<file path="config.mk">
export PLATFORM = sky130hd
export DESIGN_NAME = alu_exec_unit_flat
export DESIGN_NICKNAME = d
export VERILOG_FILES = /design/src/rtl/alu_exec_unit_if.sv /design/src/rtl/alu_exec_unit.sv /design/src/flat_wrapper.sv
export SDC_FILE = /design/constraint.sdc
export NUM_CORES = 1
export LEC_CHECK = 0
export BUFFER_PORTS_ARGS = -buffer_cell sky130_fd_sc_hd__clkbuf_2
export CAP_MARGIN = 10
export CORE_MARGIN = 3
export CORE_UTILIZATION = 45
export CTS_BUF_LIST = sky130_fd_sc_hd__clkbuf_16
export DETAILED_ROUTE_END_ITERATION = 8
export PLACE_DENSITY = 0.73
export RECOVER_POWER = 25
export SLEW_MARGIN = 20
export SYNTH_ARGS = -nofsm -noshare
export SYNTH_HDL_FRONTEND = slang
export SYNTH_SLANG_ARGS = --single-unit
</file>
<file path="constraint.sdc">
create_clock -name clk -period 5.8 [get_ports clk]
set_input_delay 0.29 -clock clk [delete_from_list [all_inputs] [get_ports clk]]
set_output_delay 0.29 -clock clk [all_outputs]
set_load 0.01 [all_outputs]
</file>
<file path="src/rtl/alu_exec_unit_if.sv">
// Request/response bundle between the issue logic and the execute-stage ALU.
interface alu_exec_if #(
  parameter int WIDTH = 32
);
  logic             start;
  logic [3:0]       ctrl;
  logic [WIDTH-1:0] a;
  logic [WIDTH-1:0] b;
  logic [WIDTH-1:0] result;
  logic             zero;
  logic             overflow;
  logic [WIDTH-1:0] hi;
  logic [WIDTH-1:0] lo;
  logic             busy;
  logic             done;

  modport master (
    output start, ctrl, a, b,
    input  result, zero, overflow, hi, lo, busy, done
  );

  modport slave (
    input  start, ctrl, a, b,
    output result, zero, overflow, hi, lo, busy, done
  );
endinterface

</file>
<file path="src/rtl/alu_exec_unit.sv">
// Execute-stage ALU: single-cycle logic/add/sub/compare ops plus iterative
// WIDTH-cycle shift-add multiply and restoring divide writing a HI/LO pair.
module alu_exec_unit #(
  parameter int WIDTH = 32
) (
  input  logic      clk,
  input  logic      rst_n,
  alu_exec_if.slave bus
);
  localparam int CW = $clog2(WIDTH);

  typedef enum logic [0:0] {IDLE = 1'b0, RUN = 1'b1} state_t;

  state_t           state_q, state_d;
  logic [CW-1:0]    cnt_q, cnt_d;
  logic [WIDTH-1:0] acc_hi_q, acc_hi_d, acc_lo_q, acc_lo_d, opnd_q, opnd_d;
  logic             is_div_q, is_div_d, pneg_q, pneg_d, rneg_q, rneg_d, dz_q, dz_d;
  logic [WIDTH-1:0] result_q, result_d, hi_q, hi_d, lo_q, lo_d;
  logic             zero_q, zero_d, ovf_q, ovf_d, done_q, done_d;

  logic [WIDTH-1:0]   sum_s, diff_s, alu_res_s;
  logic               alu_ovf_s;
  logic               a_neg_s, b_neg_s;
  logic [WIDTH-1:0]   mag_a_s, mag_b_s;
  logic [WIDTH:0]     mul_sum_s, div_sh_s;
  logic [WIDTH-1:0]   div_diff_s, step_hi_s, step_lo_s, quo_fix_s, rem_fix_s;
  logic               div_ge_s;
  logic [2*WIDTH-1:0] prod_s, prod_fix_s;

  // Single-cycle datapath: result and signed overflow for the requested code.
  always_comb begin
    sum_s     = bus.a + bus.b;
    diff_s    = bus.a - bus.b;
    alu_res_s = {WIDTH{1'b0}};
    alu_ovf_s = 1'b0;
    case (bus.ctrl)
      4'b0000: alu_res_s = bus.a & bus.b;
      4'b0001: alu_res_s = bus.a | bus.b;
      4'b0010: alu_res_s = sum_s;
      4'b0011: alu_res_s = diff_s;
      4'b0100: alu_res_s = {{(WIDTH-1){1'b0}}, ($signed(bus.a) < $signed(bus.b))};
      4'b0101: alu_res_s = {{(WIDTH-1){1'b0}}, (bus.a < bus.b)};
      4'b0111: alu_res_s = ~(bus.a | bus.b);
      4'b1010: begin
        alu_res_s = sum_s;
        alu_ovf_s = (bus.a[WIDTH-1] == bus.b[WIDTH-1]) && (sum_s[WIDTH-1] != bus.a[WIDTH-1]);
      end
      4'b1011: begin
        alu_res_s = diff_s;
        alu_ovf_s = (bus.a[WIDTH-1] != bus.b[WIDTH-1]) && (diff_s[WIDTH-1] != bus.a[WIDTH-1]);
      end
      default: begin
        alu_res_s = {WIDTH{1'b0}};
        alu_ovf_s = 1'b0;
      end
    endcase
  end

  // Operand magnitudes for mul/div; ctrl[1] selects the signed variants.
  always_comb begin
    a_neg_s = bus.ctrl[1] & bus.a[WIDTH-1];
    b_neg_s = bus.ctrl[1] & bus.b[WIDTH-1];
    mag_a_s = a_neg_s ? ({WIDTH{1'b0}} - bus.a) : bus.a;
    mag_b_s = b_neg_s ? ({WIDTH{1'b0}} - bus.b) : bus.b;
  end

  // One mul/div iteration on the accumulator pair plus the final sign fix-up.
  always_comb begin
    mul_sum_s  = {1'b0, acc_hi_q} + (acc_lo_q[0] ? {1'b0, opnd_q} : {(WIDTH+1){1'b0}});
    div_sh_s   = {acc_hi_q, acc_lo_q[WIDTH-1]};
    div_ge_s   = div_sh_s >= {1'b0, opnd_q};
    div_diff_s = div_sh_s[WIDTH-1:0] - opnd_q;
    if (is_div_q) begin
      step_hi_s = div_ge_s ? div_diff_s : div_sh_s[WIDTH-1:0];
      step_lo_s = {acc_lo_q[WIDTH-2:0], div_ge_s};
    end else begin
      step_hi_s = mul_sum_s[WIDTH:1];
      step_lo_s = {mul_sum_s[0], acc_lo_q[WIDTH-1:1]};
    end
    prod_s     = {step_hi_s, step_lo_s};
    prod_fix_s = pneg_q ? ({(2*WIDTH){1'b0}} - prod_s) : prod_s;
    // With a zero divisor every trial subtract succeeds, so the remainder
    // ends up as |a| and the remainder sign fix-up restores the raw a.
    quo_fix_s  = dz_q ? {WIDTH{1'b1}} : (pneg_q ? ({WIDTH{1'b0}} - step_lo_s) : step_lo_s);
    rem_fix_s  = rneg_q ? ({WIDTH{1'b0}} - step_hi_s) : step_hi_s;
  end

  // Next-state and output-register logic for the IDLE/RUN sequencer.
  always_comb begin
    state_d  = state_q;
    cnt_d    = cnt_q;
    acc_hi_d = acc_hi_q;
    acc_lo_d = acc_lo_q;
    opnd_d   = opnd_q;
    is_div_d = is_div_q;
    pneg_d   = pneg_q;
    rneg_d   = rneg_q;
    dz_d     = dz_q;
    result_d = result_q;
    zero_d   = zero_q;
    ovf_d    = ovf_q;
    hi_d     = hi_q;
    lo_d     = lo_q;
    done_d   = 1'b0;
    case (state_q)
      IDLE: begin
        if (bus.start) begin
          if (bus.ctrl[3:2] == 2'b11) begin
            state_d  = RUN;
            cnt_d    = CW'(WIDTH - 1);
            ovf_d    = 1'b0;
            is_div_d = bus.ctrl[0];
            pneg_d   = a_neg_s ^ b_neg_s;
            rneg_d   = a_neg_s;
            dz_d     = bus.ctrl[0] && (bus.b == {WIDTH{1'b0}});
            acc_hi_d = {WIDTH{1'b0}};
            acc_lo_d = bus.ctrl[0] ? mag_a_s : mag_b_s;
            opnd_d   = bus.ctrl[0] ? mag_b_s : mag_a_s;
          end else begin
            result_d = alu_res_s;
            zero_d   = (alu_res_s == {WIDTH{1'b0}});
            ovf_d    = alu_ovf_s;
            done_d   = 1'b1;
          end
        end else begin
          done_d = 1'b0;
        end
      end
      RUN: begin
        acc_hi_d = step_hi_s;
        acc_lo_d = step_lo_s;
        if (cnt_q == {CW{1'b0}}) begin
          state_d = IDLE;
          done_d  = 1'b1;
          hi_d    = is_div_q ? rem_fix_s : prod_fix_s[2*WIDTH-1:WIDTH];
          lo_d    = is_div_q ? quo_fix_s : prod_fix_s[WIDTH-1:0];
        end else begin
          cnt_d = cnt_q - {{(CW-1){1'b0}}, 1'b1};
        end
      end
      default: state_d = IDLE;
    endcase
  end

  // State, datapath and output registers; reset aborts any sequence in flight.
  always_ff @(posedge clk or negedge rst_n) begin
    if (!rst_n) begin
      state_q  <= IDLE;
      cnt_q    <= {CW{1'b0}};
      acc_hi_q <= {WIDTH{1'b0}};
      acc_lo_q <= {WIDTH{1'b0}};
      opnd_q   <= {WIDTH{1'b0}};
      is_div_q <= 1'b0;
      pneg_q   <= 1'b0;
      rneg_q   <= 1'b0;
      dz_q     <= 1'b0;
      result_q <= {WIDTH{1'b0}};
      zero_q   <= 1'b0;
      ovf_q    <= 1'b0;
      hi_q     <= {WIDTH{1'b0}};
      lo_q     <= {WIDTH{1'b0}};
      done_q   <= 1'b0;
    end else begin
      state_q  <= state_d;
      cnt_q    <= cnt_d;
      acc_hi_q <= acc_hi_d;
      acc_lo_q <= acc_lo_d;
      opnd_q   <= opnd_d;
      is_div_q <= is_div_d;
      pneg_q   <= pneg_d;
      rneg_q   <= rneg_d;
      dz_q     <= dz_d;
      result_q <= result_d;
      zero_q   <= zero_d;
      ovf_q    <= ovf_d;
      hi_q     <= hi_d;
      lo_q     <= lo_d;
      done_q   <= done_d;
    end
  end

  assign bus.result   = result_q;
  assign bus.zero     = zero_q;
  assign bus.overflow = ovf_q;
  assign bus.hi       = hi_q;
  assign bus.lo       = lo_q;
  assign bus.busy     = (state_q == RUN);
  assign bus.done     = done_q;
endmodule
</file>
<file path="src/flat_wrapper.sv">
// flat-port wrapper written by rule: the top's interface ports become plain ports
module alu_exec_unit_flat 
#(
  parameter int WIDTH = 32
)
  (clk, rst_n, bus_start, bus_ctrl, bus_a, bus_b, bus_result, bus_zero, bus_overflow, bus_hi, bus_lo, bus_busy, bus_done);
  alu_exec_if #(.WIDTH(WIDTH)) bus_i ();
  input  logic clk;
  input  logic rst_n;
  input wire logic [$bits(bus_i.start)-1:0] bus_start;
  input wire logic [$bits(bus_i.ctrl)-1:0] bus_ctrl;
  input wire logic [$bits(bus_i.a)-1:0] bus_a;
  input wire logic [$bits(bus_i.b)-1:0] bus_b;
  output wire logic [$bits(bus_i.result)-1:0] bus_result;
  output wire logic [$bits(bus_i.zero)-1:0] bus_zero;
  output wire logic [$bits(bus_i.overflow)-1:0] bus_overflow;
  output wire logic [$bits(bus_i.hi)-1:0] bus_hi;
  output wire logic [$bits(bus_i.lo)-1:0] bus_lo;
  output wire logic [$bits(bus_i.busy)-1:0] bus_busy;
  output wire logic [$bits(bus_i.done)-1:0] bus_done;
  assign bus_i.start = bus_start;
  assign bus_i.ctrl = bus_ctrl;
  assign bus_i.a = bus_a;
  assign bus_i.b = bus_b;
  assign bus_result = bus_i.result;
  assign bus_zero = bus_i.zero;
  assign bus_overflow = bus_i.overflow;
  assign bus_hi = bus_i.hi;
  assign bus_lo = bus_i.lo;
  assign bus_busy = bus_i.busy;
  assign bus_done = bus_i.done;
  alu_exec_unit #(.WIDTH(WIDTH)) u_core (.clk(clk), .rst_n(rst_n), .bus(bus_i));
endmodule
</file>
==> results_dict.tcl <==
set metrics [dict create \
    cp_slowest_cell "dfrtp_1" \
    outcome "finished, violations left" \
    synth_cells 2837 \
    ys_seq_area_share_pct 23.7 \
    wl_per_cell_um 23.5 \
    max_freq_ghz 0.180 \
    cts.sinks 205 \
    final_common_cell "nand2_1" \
    core-area_um2 47000 \
    critPathLaunchType "register" \
    grt.total_usage_pct 31.8 \
    power_density_nw_per_um2 571 \
    grt_overflow 0 \
    synth_nets 3078 \
    cap_violations 1 \
    most-common-layout-cells "nand2_1 (291), a21oi_1 (260), nor2_1 (237)" \
    crit_path_max_fanout 22 \
    r2r_setup_slack_ps 240 \
    grt_pass1_wl_mm 127 \
    die_area_um2 50700 \
    dr.pass1.iters 6 \
    rows 79 \
    antenna_found_initial 4 \
    die_x_um 225 \
    failed_checks "max-capacitance violations, max-slew violations" \
    maxSlewViolCount 95 \
    use_met1_pct 41.0 \
    first_iter_violations 2783 \
    hpwl_mm 64.5 \
    routed_wl_mm 83.6 \
    fin_skew_ps 25.3 \
    nNetsFinal 3173 \
    ys.flop_type "dfrtp_1" \
    max_stage_delay_ps 920 \
    io_pins 171 \
    area_growth_pct 10.9 \
    worst-path-buf-inv 1 \
    dr_total_vias 23000 \
    setup_viol_count_final 0 \
    min_path_type "input port to register" \
    global_route.usage.met2_pct 49.9 \
    switching_share_pct 52.6 \
    power.share.combinational_pct 68.9 \
    crit_family "compound AO/OA/AOI/OAI gates" \
    netlist_area_um2 21600 \
    worstPathRequired_ps 6260 \
    ant_nets 0 \
    post-route-period-util_pct 95.9 \
    syn_area_per_cell_um2 7.62 \
    critPathCaptureType "register" \
    cts-root-buf "clkbuf_16" \
    ys_types 96 \
    first_global_vias 22200 \
    max_slew_margin_pct -220 \
    portBuffers 170 \
    cts_buffers 25 \
    period_minus_slack_ps 5560 \
    p_leak_nw 10.6 \
    clk_path_buf_depth 3 \
    worstSkewPairLatency_ps 560 \
    start_util_pct 46.0 \
    path_class "register to register" \
    die_height_um 225 \
    p_int_mw 6.48 \
    path_cells "and2_1 -> ha_1 -> a21oi_1 -> o21ai_0 -> a21oi_1 -> o21ai_0 -> a21oi_1 -> o21ai_0 -> xnor2_1 -> a32o_1 -> or3b_1 -> nor4_1 -> buf_4 -> nor4b_2 -> a21oi_1 -> a31oi_1" \
    grt_max_degree 112 \
    ys_warn_count 0 \
    synth_seq_cells 205 \
    cts.clk_slew.worst_paths_ps 80 \
    max_slew.worst_pin.slew_ps 4790 \
    gp_congestion 1.04 \
    synth_edf_count 0 \
    layout-drive-gt1-share_pct 11.4 \
    grtUsageMet3_pct 5.58 \
    vias_per_cell 6.47 \
    critical_path.most_common_cell "a21oi_1" \
    synthArstFlopShare_pct 100 \
    h-tree-depth 1 \
    p_clk_share_pct 11.4 \
    finalHoldViolations 0 \
    worst_ep_arrival_time_ps 6020 \
    fin_setup_tns_ps 0 \
    drc_errors 0 \
    irDropWorstVdd_v 0.000385 \
    cts_tree "built" \
    switchingPower_mw 7.20 \
    postLayoutCoreUtil_pct 51.0 \
    power_frac_seq_pct 19.7 \
    gr-max-usage-layer "met2" \
]
[power groups by stage]
stage	registers, mW	logic, mW	clock network (mW)
final	2.69	9.43	1.57
after global routing	2.78	10.2	1.64
after CTS	2.67	9.17	1.59
after detailed placement	2.69	9.10	0
after global placement	2.64	9.02	0
after floorplan	2.66	6.15	0
[cell families after synthesis]
| kind of cell | share of synthesized area [%] |
|---|---|
| compound gates | 30.0 |
| fa+ha+maj | 9.98 |
| simple gates | 19.9 |
| buf+inv | 5.80 |
| flops | 23.7 |
| xor+xnor | 7.30 |
| mux | 3.20 |
[area by class of cell]
type,count,area [µm²]
well taps,607,759
clock buffers,25,626
repair buffers,228,1270
inverters,162,608
flip-flops and latches,205,5140
diodes,1,2.50
multi-input cells,2310,15400
clock inverters,20,178
fillers,4480,23000
[cells in the mapped netlist (30+ instances only)]
library cell	count	area [µm²]
a22o_1	30	263
ha_1	166	2080
nand2_1	293	1100
and2_1	53	332
nor2_1	238	893
o21ai_0	228	1140
clkbuf_1	124	465
o211ai_1	39	293
nand3_1	44	220
xor2_1	36	315
mux2_2	33	372
inv_1	158	593
xnor2_1	144	1260
mux2i_1	32	320
a21oi_1	266	1330
dfrtp_1	205	5130
nor3_1	71	355
a21o_1	54	405
and3_1	31	194
a31oi_1	48	300
nand4_1	31	194
[metal layers]
| layer | part of all wire (%) | routed length, µm |
|---|---|---|
| met3 | 8.9 | 7420 |
| met1 | 40 | 33700 |
| met2 | 44 | 36400 |
| met5 | 0.031 | 26 |
| met4 | 7.2 | 6020 |
[flip-flops by register name, indices dropped and copies added, names as in the netlist, 5 cells and up]
signal	count
u_core.acc_hi_q	32
u_core.acc_lo_q	32
u_core.bus.hi	32
u_core.bus.lo	32
u_core.bus.result	32
u_core.opnd_q	32
u_core.cnt_q	5
[worst min-delay path: cells and delay by family]
family | cells | cell delay, ps
buffers and inverters | 1 | 240
AO/OA/AOI/OAI | 1 | 70
AND/OR/NAND/NOR | 1 | 130
[what timing repair did]
action,CTS,global route
setup buffers,0,4
hold buffers,1,0
endpoints found under the setup margin,0,7
gates resized for setup,0,25
hold endpoints to repair,94,0
[worst paths after layout]
check | to | from | cells after the start
setup / recovery | u_core.bus.hi[30] | u_core.acc_lo_q[0] | 16
hold / removal | u_core.bus.overflow | bus_ctrl[3] | 3
setup reg to reg | u_core.bus.hi[30] | u_core.acc_lo_q[0] | 16
hold reg to reg | u_core.bus.result[30] | u_core.bus.result[30] | 2
max in group asynchronous | u_core.bus.lo[28] | rst_n | 2
min in group asynchronous | u_core.acc_hi_q[14] | rst_n | 2
[per-stage QoR]
step	setup slack (ps)	total power [mW]	area, µm²	cells	hold slack [ps]
finish	239	13.7	24000	3558	209
detailed placement	149	11.8	23000	3507	432
CTS	116	13.4	23900	3553	180
global placement	252	11.7	23000	3507	427
floorplan	521	8.81	21600	2837	-5.59
global route	-4.70	14.6	24000	3558	224
(Power assumes the default switching activity.)
